===== config.mk =====
export PLATFORM = sky130hd
export DESIGN_NAME = vibration_chaser_gen
export DESIGN_NICKNAME = d
export VERILOG_FILES = /design/src/rtl/vibration_chaser_gen.sv
export SDC_FILE = /design/constraint.sdc
export NUM_CORES = 1
export LEC_CHECK = 0
export ABC_AREA = 1
export BUFFER_PORTS_ARGS = -buffer_cell sky130_fd_sc_hd__buf_2
export CORE_UTILIZATION = 50
export CTS_CLUSTER_DIAMETER = 30
export DETAILED_ROUTE_END_ITERATION = 8
export PLACE_DENSITY = 0.75
export SETUP_SLACK_MARGIN = 0.5
export SLEW_MARGIN = 40
export SYNTH_ARGS = -nofsm -noshare
export SYNTH_HDL_FRONTEND = slang
export SYNTH_SLANG_ARGS = --single-unit

===== constraint.sdc =====
create_clock -name clk -period 1.7 [get_ports clk]
set_input_delay 0.085 -clock clk [delete_from_list [all_inputs] [get_ports clk]]
set_output_delay 0.085 -clock clk [all_outputs]
set_load 0.01 [all_outputs]

===== src/rtl/vibration_chaser_gen.sv =====
// vibration_chaser_gen
//   One lit lamp rotates across LED_W LEDs. Rotation steps come from a
//   debounced vibration-sensor event while all switches are off, otherwise
//   from an internal divider tick. A one-hot switch setting locks the chaser
//   onto that lamp; a multi-bit switch setting makes the pattern blink.
//   The sensor is only ever sampled as data in the clk domain.
// Ports
//   clk       in   1      system clock
//   rst       in   1      asynchronous active-high reset
//   vibration in   1      raw sensor level (asynchronous)
//   control   in   LED_W  slide switches: target select / mode
//   dir       in   1      0 = rotate MSB->LSB, 1 = rotate LSB->MSB
//   led       out  LED_W  lamp pattern
//   hit       out  1      one-cycle pulse when the chaser locks on target
//   step_cnt  out  8      rotations performed while chasing, wraps
module vibration_chaser_gen #(
  parameter int LED_W      = 8,
  parameter int TICK_DIV   = 2375000,
  parameter int DEB_CYCLES = 50000
) (
  input  logic             clk,
  input  logic             rst,
  input  logic             vibration,
  input  logic [LED_W-1:0] control,
  input  logic             dir,
  output logic [LED_W-1:0] led,
  output logic             hit,
  output logic [7:0]       step_cnt
);

  localparam int TW = (TICK_DIV > 1) ? $clog2(TICK_DIV) : 1;
  localparam int DW = (DEB_CYCLES > 1) ? $clog2(DEB_CYCLES) : 1;

  localparam logic [TW-1:0]    TICK_LAST = TW'(TICK_DIV - 1);
  localparam logic [TW-1:0]    TICK_ZERO = {TW{1'b0}};
  localparam logic [TW-1:0]    TICK_ONE  = TW'(1);
  localparam logic [DW-1:0]    DEB_LAST  = DW'(DEB_CYCLES - 1);
  localparam logic [DW-1:0]    DEB_ZERO  = {DW{1'b0}};
  localparam logic [DW-1:0]    DEB_ONE   = DW'(1);
  localparam logic [LED_W-1:0] LED_ZERO  = {LED_W{1'b0}};
  localparam logic [LED_W-1:0] LED_LSB   = {{(LED_W-1){1'b0}}, 1'b1};
  localparam logic [LED_W-1:0] LED_MSB   = {1'b1, {(LED_W-1){1'b0}}};

  typedef enum logic [1:0] {
    S_CHASE = 2'd0,
    S_LOCK  = 2'd1,
    S_BLINK = 2'd2
  } state_e;

  // True when exactly one bit is set (clearing the lowest set bit leaves zero).
  function automatic logic is_onehot(input logic [LED_W-1:0] v);
    return (v != LED_ZERO) && ((v & (v - LED_LSB)) == LED_ZERO);
  endfunction

  logic             sync1_q, sync2_q;
  logic             vib_db_q, vib_db_d;
  logic             vib_prev_q, vib_evt_q;
  logic [DW-1:0]    deb_cnt_q, deb_cnt_d;
  logic [TW-1:0]    tick_cnt_q, tick_cnt_d;
  logic             tick_s, step_s;
  logic             ctl_zero_s, ctl_onehot_s, ctl_multi_s;
  logic [LED_W-1:0] led_rot_s;
  state_e           state_q;
  logic [LED_W-1:0] led_q;
  logic             hit_q;
  logic [7:0]       step_cnt_q;
  logic             phase_q;

  // Debounce: count consecutive cycles where the synced level disagrees.
  always_comb begin
    deb_cnt_d = deb_cnt_q;
    vib_db_d  = vib_db_q;
    if (sync2_q != vib_db_q) begin
      if (deb_cnt_q == DEB_LAST) begin
        vib_db_d  = sync2_q;
        deb_cnt_d = DEB_ZERO;
      end else begin
        vib_db_d  = vib_db_q;
        deb_cnt_d = deb_cnt_q + DEB_ONE;
      end
    end else begin
      deb_cnt_d = DEB_ZERO;
    end
  end

  // Sensor synchroniser, debounce state and registered rising-edge event.
  always_ff @(posedge clk or posedge rst) begin
    if (rst) begin
      sync1_q    <= 1'b0;
      sync2_q    <= 1'b0;
      deb_cnt_q  <= DEB_ZERO;
      vib_db_q   <= 1'b0;
      vib_prev_q <= 1'b0;
      vib_evt_q  <= 1'b0;
    end else begin
      sync1_q    <= vibration;
      sync2_q    <= sync1_q;
      deb_cnt_q  <= deb_cnt_d;
      vib_db_q   <= vib_db_d;
      vib_prev_q <= vib_db_q;
      vib_evt_q  <= vib_db_q & ~vib_prev_q;
    end
  end

  // Free-running step divider; tick marks the wrap cycle.
  always_comb begin
    tick_s = (tick_cnt_q == TICK_LAST);
    if (tick_s) begin
      tick_cnt_d = TICK_ZERO;
    end else begin
      tick_cnt_d = tick_cnt_q + TICK_ONE;
    end
  end

  // Divider register.
  always_ff @(posedge clk or posedge rst) begin
    if (rst) begin
      tick_cnt_q <= TICK_ZERO;
    end else begin
      tick_cnt_q <= tick_cnt_d;
    end
  end

  // Switch classification, step source and next rotated pattern.
  always_comb begin
    ctl_zero_s   = (control == LED_ZERO);
    ctl_onehot_s = is_onehot(control);
    ctl_multi_s  = !ctl_zero_s && !ctl_onehot_s;
    if (ctl_zero_s) begin
      step_s = vib_evt_q;
    end else begin
      step_s = tick_s;
    end
    if (dir) begin
      led_rot_s = {led_q[LED_W-2:0], led_q[LED_W-1]};
    end else begin
      led_rot_s = {led_q[0], led_q[LED_W-1:1]};
    end
  end

  // Chaser FSM: blink request outranks lock/exit, which outranks stepping.
  always_ff @(posedge clk or posedge rst) begin
    if (rst) begin
      state_q    <= S_CHASE;
      led_q      <= LED_MSB;
      hit_q      <= 1'b0;
      step_cnt_q <= 8'd0;
      phase_q    <= 1'b0;
    end else begin
      hit_q <= 1'b0;
      case (state_q)
        S_CHASE: begin
          if (ctl_multi_s) begin
            led_q   <= LED_ZERO;
            phase_q <= 1'b0;
            state_q <= S_BLINK;
          end else if (ctl_onehot_s && (led_q == control)) begin
            state_q <= S_LOCK;
            hit_q   <= 1'b1;
          end else if (step_s) begin
            // An empty pattern cannot rotate, so it restarts from the MSB lamp.
            led_q      <= (led_q == LED_ZERO) ? LED_MSB : led_rot_s;
            step_cnt_q <= step_cnt_q + 8'd1;
          end
        end
        S_LOCK: begin
          if (ctl_multi_s) begin
            led_q   <= LED_ZERO;
            phase_q <= 1'b0;
            state_q <= S_BLINK;
          end else if (ctl_zero_s || (control != led_q)) begin
            state_q <= S_CHASE;
          end
        end
        S_BLINK: begin
          if (ctl_multi_s) begin
            if (step_s) begin
              // Live control value is shown on every "on" phase.
              phase_q <= ~phase_q;
              led_q   <= phase_q ? LED_ZERO : control;
            end
          end else begin
            state_q <= S_CHASE;
            led_q   <= dir ? LED_LSB : LED_MSB;
          end
        end
        default: begin
          state_q <= S_CHASE;
          led_q   <= LED_MSB;
          phase_q <= 1'b0;
        end
      endcase
    end
  end

  assign led      = led_q;
  assign hit      = hit_q;
  assign step_cnt = step_cnt_q;

endmodule

# Word level (Yosys, flattened, before mapping)
# Cells that the tools add are included.
[classes] add_sub_neg=4 eq_ne=17 n_mux=28 bitwise_logic=6 n_reduce_logical=17
[op_table] cell="8-bit 2-to-1 mux" n=10
[op_table] cell="16-bit 2-to-1 mux" n=2
[op_table] cell="8-bit logical NOT" n=3
[op_table] cell="8-bit one-hot mux with 3 select lines" n=1
[op_table] cell="22-bit by 1-bit adder with 22-bit output, second input constant" n=1
[op_table] cell="22-bit == test, second input constant" n=1
[op_table] cell="22-bit 2-to-1 mux" n=1
[op_table] cell="16-bit by 1-bit adder with 16-bit output, second input constant" n=1
[op_table] cell="16-bit == test, second input constant" n=1
[op_table] cell="3-bit != test, second input constant" n=5
[op_table] cell="2-bit 2-to-1 mux" n=5
[op_table] cell="8-bit by 1-bit adder with 8-bit output, second input constant" n=1
[op_table] cell="8-bit bitwise AND" n=1
[op_table] cell="8-bit == test" n=1
[op_table] cell="2-bit != test, second input constant" n=4
[op_table] cell="8-bit != test" n=1
[op_table] cell="4-bit AND reduction" n=2
[op_table] cell="8-bit nonzero test" n=1
[op_table] cell="8-bit by 1-bit subtractor with 8-bit output, second input constant" n=1
[op_table] cell="1-bit 2-to-1 mux" n=7
[op_table] cell="2-bit one-hot mux with 3 select lines" n=1
[op_table] cell="3-bit AND reduction" n=2
[op_table] cell="1-bit NOT" n=4
[op_table] cell="1-bit logical AND" n=3
[op_table] cell="11 further kinds" n=12
[totals] register_bits=63 word_cells=84

# Depth between registers and ports, before layout
# Gate-level depths: netlist of the first run.
[depth] ltp_word=8 ltp_mapped=13 mapped_depth_nobuf=13

# Worst setup path before layout of the first run
# No wires, ideal clock.
[synth_timing] kind="register -> register" startpoint="register tick_cnt_q[9]" endpoint="register step_cnt_q[0] (netlist: step_cnt[0])" arrival_ps=1503 t_required_ps=1573 slack_ps=70 path_stages_with_launch=11 n_path_buf=1 period_less_slack_ps=1630 path_cell_list="dfrtp_1 clkbuf_1 nor2_1 nand2_1 nor2_1 nand3_2 nor2_1 nor2_2 nor2_4 nand2_4 xnor2_2"
[synth_via] elab_chain_len=3
[synth_rtl] element="start, declared" line_no="59" text="logic [TW-1:0] tick_cnt_q, tick_cnt_d;"
[synth_rtl] element="start signal, assigned" line_no="120" text="tick_cnt_q <= tick_cnt_d;"
[synth_rtl] element="22-bit == test" line_no="107" text="tick_s = (tick_cnt_q == TICK_LAST);"
[synth_rtl] element="1-bit 2-to-1 mux" line_no="129" text="if (ctl_zero_s) begin"
[synth_rtl] element="4-bit AND reduction (no source line)"
[synth_rtl] element="end signal, assigned" line_no="163" text="step_cnt_q <= step_cnt_q + 8'd1;"
[synth_rtl] element="end, declared" line_no="66" text="logic [7:0] step_cnt_q;"
# No other way between the ends.
# A chain may end at the register's enable or synchronous reset.

# Worst setup path in the final report of the first run
[layout_timing] startpoint="register tick_cnt_q[0]" endpoint="register step_cnt_q[0] (netlist: step_cnt[0])"
# Same word-level chain as after synthesis.

==> flow_summary.yaml, run 1 <==
setup_path:
  cp.required_ns: 1.94
  crit_path_start_kind: "flip-flop"
  cp_data_arrival_time_ns: 2.03
  critical_path.endpoint_type: "flip-flop"
  cp_max_fo: 5
  crit_type: "reg -> reg"
power_and_ir_drop:
  p_sw_frac: 0.301
  switching_power_w: 0.00120
  ir_drop_v: 0.000545
  internal_power_w: 0.00278
  power_frac_seq: 0.425
  comb_power_share: 0.195
  p_clk_frac: 0.380
  p_leak_nw: 2.84
  power_density_nw_per_um2: 692
clock_network:
  cts_tree: "built"
  clkSlewWorstSetupHoldPaths_ns: 0.08
  max-clock-path-buffers: 2
  clock-root-buffer: "clkbuf_8"
  clk_latency_ns: 0.36
  htree_levels: 3
  numCtsBuffers: 9
  clkSinkCount: 63
finish:
  drive_above_1_share: 0.459
  syn2layout_area_growth_pct: 47.1
  stdcell_count: 762
  nets: 673
  n_antenna_cell: 0
detailed_routing:
  via_per_inst: 5.30
  routed_wl_um: 11900
  drt-initial-drc-count: 249
  dr.pass1.iters: 4
  postRouteAntennaNets: 0
  drc_errors: 0
  wl_per_cell_um: 15.6
  num_vias: 4036
sta:
  fin_skew_ns: 0.0160
  max_clock_freq_mhz: 559
  max_slew.worst_pin.slew_ns: 0.390
  hold_viol: 0
  grt_setup_unrepaired: "yes"
  finalMaxSlewViolations: 0
  fin_tns_setup_ns: -0.684
  final.period_utilization: 1.05
  worst_slack_ns: -0.0898
  setup_viol: 13
  period_minus_slack_ns: 1.79
  slew_headroom: 0.739
status:
  status: "finished with violations"
  violations: "negative setup slack"
synthesis:
  synth_top_area_cell: "dfrtp_1"
  netlist.area_leader.share: 0.396
  synthTopCellsByArea: "dfrtp_1 40%, nand2_1 14%, inv_1 7.1%"
  syn_nets: 550
  synth_seq_area_share: 0.403
  syn_inst: 535
  ys_ff_latch: 63
  synth_area_um2: 3920
  synth_top_flop_cell: "dfrtp_1"
  synth_commonest_cells: "141 x nand2_1, 74 x inv_1, 65 x nor2_1, 62 x dfrtp_1, 49 x nand3_1"
  synth_most_common_cell: "nand2_1"
  synthArstFlopShare: 1.00
  avgSynthCellArea_um2: 7.32
  ys_warn_count: 0
  synth_cell_type_count: 37
  synth_edf_count: 0
flow_run:
  drv_cap: 0
placement:
  placedCellCount: 671
  io_buffers: 28
  place_congestion: 0.936
  hpwl_um: 6690
grt:
  grt_usage: 0.265
  grt_pass1_vias: 3839
  antenna_found_initial: 0
  grt_pass1_wl_um: 17300
  grt_overflow: 0
  grt_max_degree: 24
floorplan:
  die_h_um: 90.5
  boundaryPins: 29
  rows: 31
  coreArea_um2: 7410
  fp.dieW_um: 90.5
  dieArea_um2: 8190
  start_util: 0.528
min_path:
  hold_path.class: "in -> reg"
-- what timing repair did --
item                                    in CTS  in global routing
endpoints found under the hold margin       15                  0
endpoints found under the setup margin      54                 55
pin swaps                                   22                 44
setup buffers                               40                 32
gates resized for setup                     69                107
hold buffers                                 2                  0
cloned                                       1                  0
-- registers in the layout, indices dropped and copies added (netlist names), 2 cells and up --
name / flops
tick_cnt_q: 22
deb_cnt_q: 16
led: 8
step_cnt: 8
state_q: 2
-- cells in the final DEF, fill, tap and decap left out, drive strengths merged, types with 2 or more instances in the layout --
cell         instances
nand3               52
inv                 81
dfrtp               62
nand2              149
clkinv               2
or2                  2
dlygate4sd3          2
clkinvlp             2
nor2                74
bufinv               2
buf                115
ha                   3
nand3b               2
o211ai               2
xor2                22
xnor2               10
clkbuf              11
nand4               14
a21oi               11
nor4                 5
nor3                16
o21ai               21
-- per-layer routing --
| layer | wire length (um) | track usage | part of all wire | vias up |
|---|---|---|---|---|
| met4 | 635 | 0.132 | 0.053 | 0 |
| li1 | - | - | - | 1937 |
| met2 | 6070 | 0.451 | 0.51 | 127 |
| met1 | 4740 | 0.325 | 0.40 | 1917 |
| met3 | 472 | 0.0421 | 0.040 | 55 |
| met5 | 0 | 0 | 0 | - |
-- worst max-delay path, stage by stage (launching register included) --
cell and delay (ns):
dfrtp_2 0.41, ha_4 0.20, nand3_2 0.11, nor2_2 0.15, nand3_2 0.13, nor2_2 0.15
nor2_2 0.08, nor2_4 0.19, nand2_4 0.11, xnor2_2 0.14
-- layout make-up --
class	instances	area [um2]
timing repair buffer	117	935
clock buffer	11	141
inverter	82	317
clock inverter	5	81.3
tap	99	124
sequential	63	1590
fill	469	1650
multi-input combinational	385	2570
-- worst paths after layout --
check                           depth (start not counted)  slack (ns)      endpoint     startpoint
worst max-delay path                                    9       -0.09   step_cnt[0]  tick_cnt_q[0]
worst min-delay path                                    5        0.17        led[1]     control[1]
worst max register to register                          9       -0.09   step_cnt[0]  tick_cnt_q[0]
worst min register to register                          0        0.35       sync2_q        sync1_q
max in group asynchronous                               4        0.88        led[5]            rst
min in group asynchronous                               3        0.27  deb_cnt_q[2]            rst
-- power by group through the flow --
| stage | clock [W] | sequential, W | combinational [W] |
|---|---|---|---|
| after floorplan | 0 | 0.00172 | 0.000406 |
| after global placement | 0 | 0.00171 | 0.000594 |
| after detailed placement | 0 | 0.00171 | 0.000611 |
| after CTS | 0.00151 | 0.00169 | 0.000642 |
| after global routing | 0.00158 | 0.00171 | 0.000865 |
| final | 0.00151 | 0.00169 | 0.000775 |
-- cells by family (layout without fill, tap and decap cells) --
group,after synthesis,in the layout,synth area share
buffers and inverters,88,215,0.0869
XOR/XNOR,32,32,0.0735
adder cells (fa/ha/maj),3,3,0.00959
AO/OA/AOI/OAI,36,36,0.0588
flip-flops,63,63,0.403
AND/OR/NAND/NOR,313,314,0.368
-- stage by stage --
| step | power [W] | util | worst slack, ns | hold WS (ns) | instance area [um2] |
|---|---|---|---|---|---|
| floorplan | 0.00213 | - | 0.135 | 0.116 | 4030 |
| global placement | 0.00231 | 0.591 | 0.106 | 0.0953 | 4380 |
| detailed placement | 0.00232 | 0.591 | 0.0343 | 0.0954 | 4380 |
| CTS | 0.00384 | 0.696 | 0.0715 | 0.142 | 5160 |
| global route | 0.00415 | 0.777 | -0.183 | 0.197 | 5760 |
| finish | 0.00398 | 0.777 | -0.0898 | 0.173 | 5760 |
(Power assumes the default switching activity.)
==> run 2: changes to the inputs <==
--- a/config.mk
+++ b/config.mk
@@ -7,10 +7,10 @@
 export LEC_CHECK = 0
 export ABC_AREA = 1
 export BUFFER_PORTS_ARGS = -buffer_cell sky130_fd_sc_hd__buf_2
-export CORE_UTILIZATION = 50
+export CORE_UTILIZATION = 40
 export CTS_CLUSTER_DIAMETER = 30
 export DETAILED_ROUTE_END_ITERATION = 8
-export PLACE_DENSITY = 0.75
+export PLACE_DENSITY_LB_ADDON = 0.25
 export SETUP_SLACK_MARGIN = 0.5
 export SLEW_MARGIN = 40
 export SYNTH_ARGS = -nofsm -noshare
==> run 2 against run 1 <==
Net effect:
- clock-buffer cell count did not move
- critical path type unchanged
- global-route usage fell by 5.6 points
- the flow now finishes without violations
- first-iteration DRC count fell by 16%
- final area fell by 3.3%
- combinational power fell by 1%
- sequential share of layout area rose by 0.85 points
- fmax rose by 7.9%
==> flow_summary.yaml, run 2 (synthesis results as in run 1) <==
finish:
  syn2layout_area_growth_pct: 42.2
  final_area_um2: 5570
  largest_reg_flops: 22
  mostFrequentLayoutCells: "116 x nand2_1, 57 x dfrtp_1, 57 x buf_4, 52 x inv_1, 32 x nor2_1"
  top_register: "tick_cnt_q"
  reg.largest.list: "tick_cnt_q x22, deb_cnt_q x16"
  nets: 662
  n_antenna_cell: 0
  drive_above_1_share: 0.425
  final_common_cell: "nand2_1"
  fin_util: 0.594
clock_network:
  clock-root-buffer: "clkbuf_8"
  cts_tree: "built"
  htree_levels: 3
  clk_latency_ns: 0.36
  clkSlewWorstSetupHoldPaths_ns: 0.08
  clkSinkCount: 63
  numCtsBuffers: 9
  max-clock-path-buffers: 2
grt:
  antenna_found_initial: 0
  grt_pass1_wl_um: 16500
  grt-busiest-layer: "met2"
  grt_pass1_vias: 3681
  grt_use_met3: 0.0499
  use_met1: 0.267
  grt_overflow: 0
  grt_max_degree: 28
  grt_usage: 0.209
  grt_use_met2: 0.341
placement:
  place_area_um2: 4480
  hpwl_um: 6750
  io_buffers: 28
  place_congestion: 0.891
sta:
  final.period_utilization: 0.976
  setup_viol: 0
  finalMaxSlewViolations: 0
  period_minus_slack_ns: 1.66
  max_slew.worst_pin.slew_ns: 0.623
  slew_headroom: 0.584
  hold_viol: 0
  max_clock_freq_mhz: 603
  grt_setup_unrepaired: "yes"
  fin_skew_ns: 0.0127
setup_path:
  critPathLaunch: "tick_cnt_q[0]"
  cp.required_ns: 1.94
  slowest_stage: "dfrtp_1"
  critical_path.endpoint_type: "flip-flop"
  rrSetupSlack_ns: 0.04
  cp_data_arrival_time_ns: 1.89
  timing.rr.start: "tick_cnt_q[0]"
  crit_type: "reg -> reg"
  crit_path_start_kind: "flip-flop"
  cp_cell_sequence: "nand3_2, nor2_4, nand2_4, nor2_4, nand3_2, nor2_1, nand2_1, xnor2_1"
  cp_max_fo: 3
  max_stage_delay_ns: 0.41
floorplan:
  dieArea_um2: 10200
  coreArea_um2: 9370
  start_util: 0.418
  die_h_um: 101
  rows: 35
  fp.dieW_um: 101
  boundaryPins: 29
detailed_routing:
  routed_wl_um: 10700
  via_per_inst: 5.00
  wl_per_cell_um: 13.7
  postRouteAntennaNets: 0
  num_vias: 3906
  drt-initial-drc-count: 208
  drc_errors: 0
  dr.pass1.iters: 4
flow_run:
  drv_cap: 0
power_and_ir_drop:
  power_density_nw_per_um2: 685
  ir_drop_v: 0.000476
  p_leak_nw: 2.74
status:
  status: "complete, no violations"
min_path:
  hold_path.class: "in -> reg"
  hold_path.startpoint: "control[2]"
==> run 2: changes by cell type in the layout (fill, tap and decap cells not counted), moves of 4 or more <==
cell / change
nor2_1: -6
nand3_1: -4
nand2_4: -5
nand3_2: +7
nand2_1: +9
inv_2: -4
dfrtp_2: -4
nand2_2: -4
o21ai_1: +5
buf_6: -9
dfrtp_1: +4
==> run 2: path summary, 6_finish.rpt <==
check | end | cells after the start
max in group asynchronous | tick_cnt_q[11] | 4
max | tick_cnt_q[15] | 8
min reg2reg | sync2_q | 0
min | led[2] | 5
min in group asynchronous | sync1_q | 3
max reg2reg | tick_cnt_q[15] | 8
==> run 2: worst max-delay path: cells and delay by family, from the launching register on <==
kind | cells | cell delay (ns)
flip-flops | 1 | 0.41
XOR/XNOR | 1 | 0.15
AND/OR/NAND/NOR | 7 | 0.97
==> run 2: layer usage <==
metal	vias to the layer above	wire length [um]
met5	-	0
met2	79	5310
met4	0	301
li1	1918	-
met3	27	394
met1	1882	4720
==> run 2: area by class of cell <==
cell class / instances / area, um2
well taps: 129 / 161
repair buffers: 106 / 826
clock buffers: 11 / 141
clock inverters: 5 / 57.6
inverters: 82 / 319
multi-input cells: 385 / 2480
flip-flops and latches: 63 / 1580
fillers: 872 / 3800
==> run 2: repair_timing <==
action / CTS / global route
hold buffers: 2 / 0
endpoints found under the setup margin: 54 / 55
setup buffers: 25 / 27
cloned: 1 / 0
endpoints found under the hold margin: 24 / 0
pin swaps: 33 / 45
gates resized for setup: 50 / 91
==> run 2: through the flow <==
stage | hold slack [ns] | TNS [ns] | cells | setup slack [ns] | power, W
global placement | 0.187 | 0 | 710 | 0.0187 | 0.00233
global route | 0.170 | -0.364 | 781 | -0.0427 | 0.00402
finish | 0.147 | 0 | 781 | 0.0405 | 0.00381
floorplan | 0.116 | 0 | 535 | 0.135 | 0.00213
CTS | 0.131 | 0 | 754 | 0.114 | 0.00375
detailed placement | 0.195 | -0.0210 | 710 | -0.0210 | 0.00235
==> run 2: report_power, final <==
| part | internal (W) | switching, W |
|---|---|---|
| combinational | 0.000331 | 0.000435 |
| sequential | 0.00158 | 0.000111 |
| clock | 0.000718 | 0.000638 |
| total | 0.00263 | 0.00118 |
==> run 3: changes to the inputs <==
--- a/config.mk
+++ b/config.mk
@@ -7,7 +7,9 @@
 export LEC_CHECK = 0
 export ABC_AREA = 1
 export BUFFER_PORTS_ARGS = -buffer_cell sky130_fd_sc_hd__buf_2
+export CORE_MARGIN = 2
 export CORE_UTILIZATION = 40
+export CTS_BUF_LIST = sky130_fd_sc_hd__clkbuf_8
 export CTS_CLUSTER_DIAMETER = 30
 export DETAILED_ROUTE_END_ITERATION = 8
 export PLACE_DENSITY_LB_ADDON = 0.25
==> run 3 against run 2 <==
Net effect:
- highest routed layer unchanged
- worst setup slack gained 0.041 ns
- die area grew 4.0%
- largest cell class unchanged
- total power grew 8.1%
- wire length shrank 2.1%
- critical path type unchanged
- via count shrank 0.51%
- fmax grew 2.5%
==> flow_summary.yaml, run 3 (synthesis results as in run 1) <==
floorplan:
  fp.dieW_um: 103
  start_util: 0.406
  dieArea_um2: 10600
  boundaryPins: 29
  rows: 36
  die_h_um: 103
  coreArea_um2: 9640
setup_path:
  endpoint: "tick_cnt_q[15]"
  cp_data_arrival_time_ns: 1.84
  cp_max_fo: 3
  r2r_end: "tick_cnt_q[15]"
  cp.required_ns: 1.92
  cp_cell_sequence: "nand3_2, nor2_4, nand2_4, nor2_4, nand3_4, nor2_2, nand2_1, xnor2_1"
  slowest_stage: "dfrtp_1"
  crit_type: "reg -> reg"
  rrSetupSlack_ns: 0.08
  max_stage_delay_ns: 0.41
  reg2regPathDepth: 8
  critical_path.endpoint_type: "flip-flop"
  cpMostUsedCell: "nor2_4"
  crit_path_start_kind: "flip-flop"
  timing.rr.start: "tick_cnt_q[0]"
  critPathLaunch: "tick_cnt_q[0]"
finish:
  nets: 671
  reg.largest.list: "tick_cnt_q x22, deb_cnt_q x16"
  largest_reg_flops: 22
  syn2layout_area_growth_pct: 46.0
  final_common_cell: "nand2_1"
  top_register: "tick_cnt_q"
  drive_above_1_share: 0.436
  fin_util: 0.593
  mostFrequentLayoutCells: "111 x nand2_1, 62 x buf_4, 59 x inv_1, 55 x dfrtp_1, 37 x nor2_1"
  n_antenna_cell: 0
detailed_routing:
  routed_wl_um: 10500
  top_layer: "met4"
  wl_per_cell_um: 13.2
  postRouteAntennaNets: 0
  wl_met2_um: 5420
  dr.pass1.iters: 5
  via_per_inst: 4.89
  drt-initial-drc-count: 162
  drc_errors: 0
  wl_met1_um: 4520
  num_vias: 3886
  wl_met3_um: 431
grt:
  grt_usage: 0.199
  grt_max_degree: 37
  grt_pass1_wl_um: 16900
  grt_overflow: 0
  antenna_found_initial: 0
  grt_pass1_vias: 3780
clock_network:
  clock-root-buffer: "clkbuf_8"
  cts_tree: "built"
  htree_levels: 3
  max-clock-path-buffers: 2
  clkSinkCount: 63
  clk_latency_ns: 0.33
  clkSlewWorstSetupHoldPaths_ns: 0.08
  numCtsBuffers: 9
sta:
  hold_viol: 0
  setup_viol: 0
  period_minus_slack_ns: 1.62
  hold_slack_ns: 0.167
  final.period_utilization: 0.952
  finalMaxSlewViolations: 0
  worst_slack_ns: 0.0816
  max_slew.worst_pin.slew_ns: 0.377
  grt_setup_unrepaired: "yes"
  max_clock_freq_mhz: 618
  slew_headroom: 0.748
  fin_skew_ns: 0.0129
placement:
  io_buffers: 28
  hpwl_um: 6710
  place_congestion: 0.902
  post-place-ws_ns: 0.0114
min_path:
  hold_path.class: "in -> reg"
power_and_ir_drop:
  power_density_nw_per_um2: 721
  p_leak_nw: 2.80
  ir_drop_v: 0.000562
status:
  status: "complete, no violations"
flow_run:
  drv_cap: 0
## run 3: changes by cell type in the layout (fill, tap and decap cells not counted), sizes merged
cell      change
clkinv        -3
bufinv        +2
nand2         -1
clkinvlp      +1
buf          +10
inv           +2
clkbuf        -2
## run 3: area by class of cell
cell class / count / area [um2]
clock buffers: 9 / 124
clock inverters: 7 / 114
fillers: 861 / 3920
inverters: 82 / 312
multi-input cells: 384 / 2500
flip-flops and latches: 63 / 1590
well taps: 133 / 166
repair buffers: 116 / 911
## run 3: metal layers
metal  up-vias  GRT usage
met4         0     0.0628
met3        12     0.0441
met5         -          0
met2        98      0.330
li1       1936          -
met1      1840      0.260
## run 3: through the flow
step | instances | setup TNS (ns) | cell area [um2] | total power (W)
4_1_cts | 770 | 0 | 5190 | 0.00407
3_5_place_dp | 716 | 0 | 4500 | 0.00241
2_1_floorplan | 535 | 0 | 4030 | 0.00213
6_report | 794 | 0 | 5720 | 0.00412
3_3_place_gp | 716 | 0 | 4500 | 0.00241
5_1_grt | 794 | -0.159 | 5720 | 0.00435
## run 3: worst max-delay path, delay by kind of cell, from the launching register on
kind	cells	cell delay, ns
AND/OR/NAND/NOR	7	0.96
flip-flops	1	0.41
XOR/XNOR	1	0.13
## run 3: repair_timing
item | in CTS | in global routing
hold endpoints to repair | 46 | 0
gates resized for setup | 50 | 97
pin swaps | 23 | 50
hold buffers | 2 | 0
setup buffers | 36 | 24
endpoints found under the setup margin | 55 | 57
## run 3: power by group
group | internal (W) | switching (W)
Sequential | 0.00158 | 0.0000915
Combinational | 0.000386 | 0.000492
Clock | 0.000966 | 0.000605
## run 3: how the worst min path moves through the flow
| stage | endpoint | slack (ns) | cells after the start | start |
|---|---|---|---|---|
| 5_1_grt | led[2] | 0.17 | 5 | control[2] |
| 4_1_cts | led[2] | 0.15 | 5 | control[2] |
| 3_5_place_dp | deb_cnt_q[4] | 0.06 | 2 | rst |
| 2_1_floorplan | sync1_q | 0.12 | 0 | vibration |
| 3_3_place_gp | deb_cnt_q[4] | 0.05 | 2 | rst |
| 6_report | led[2] | 0.17 | 5 | control[2] |
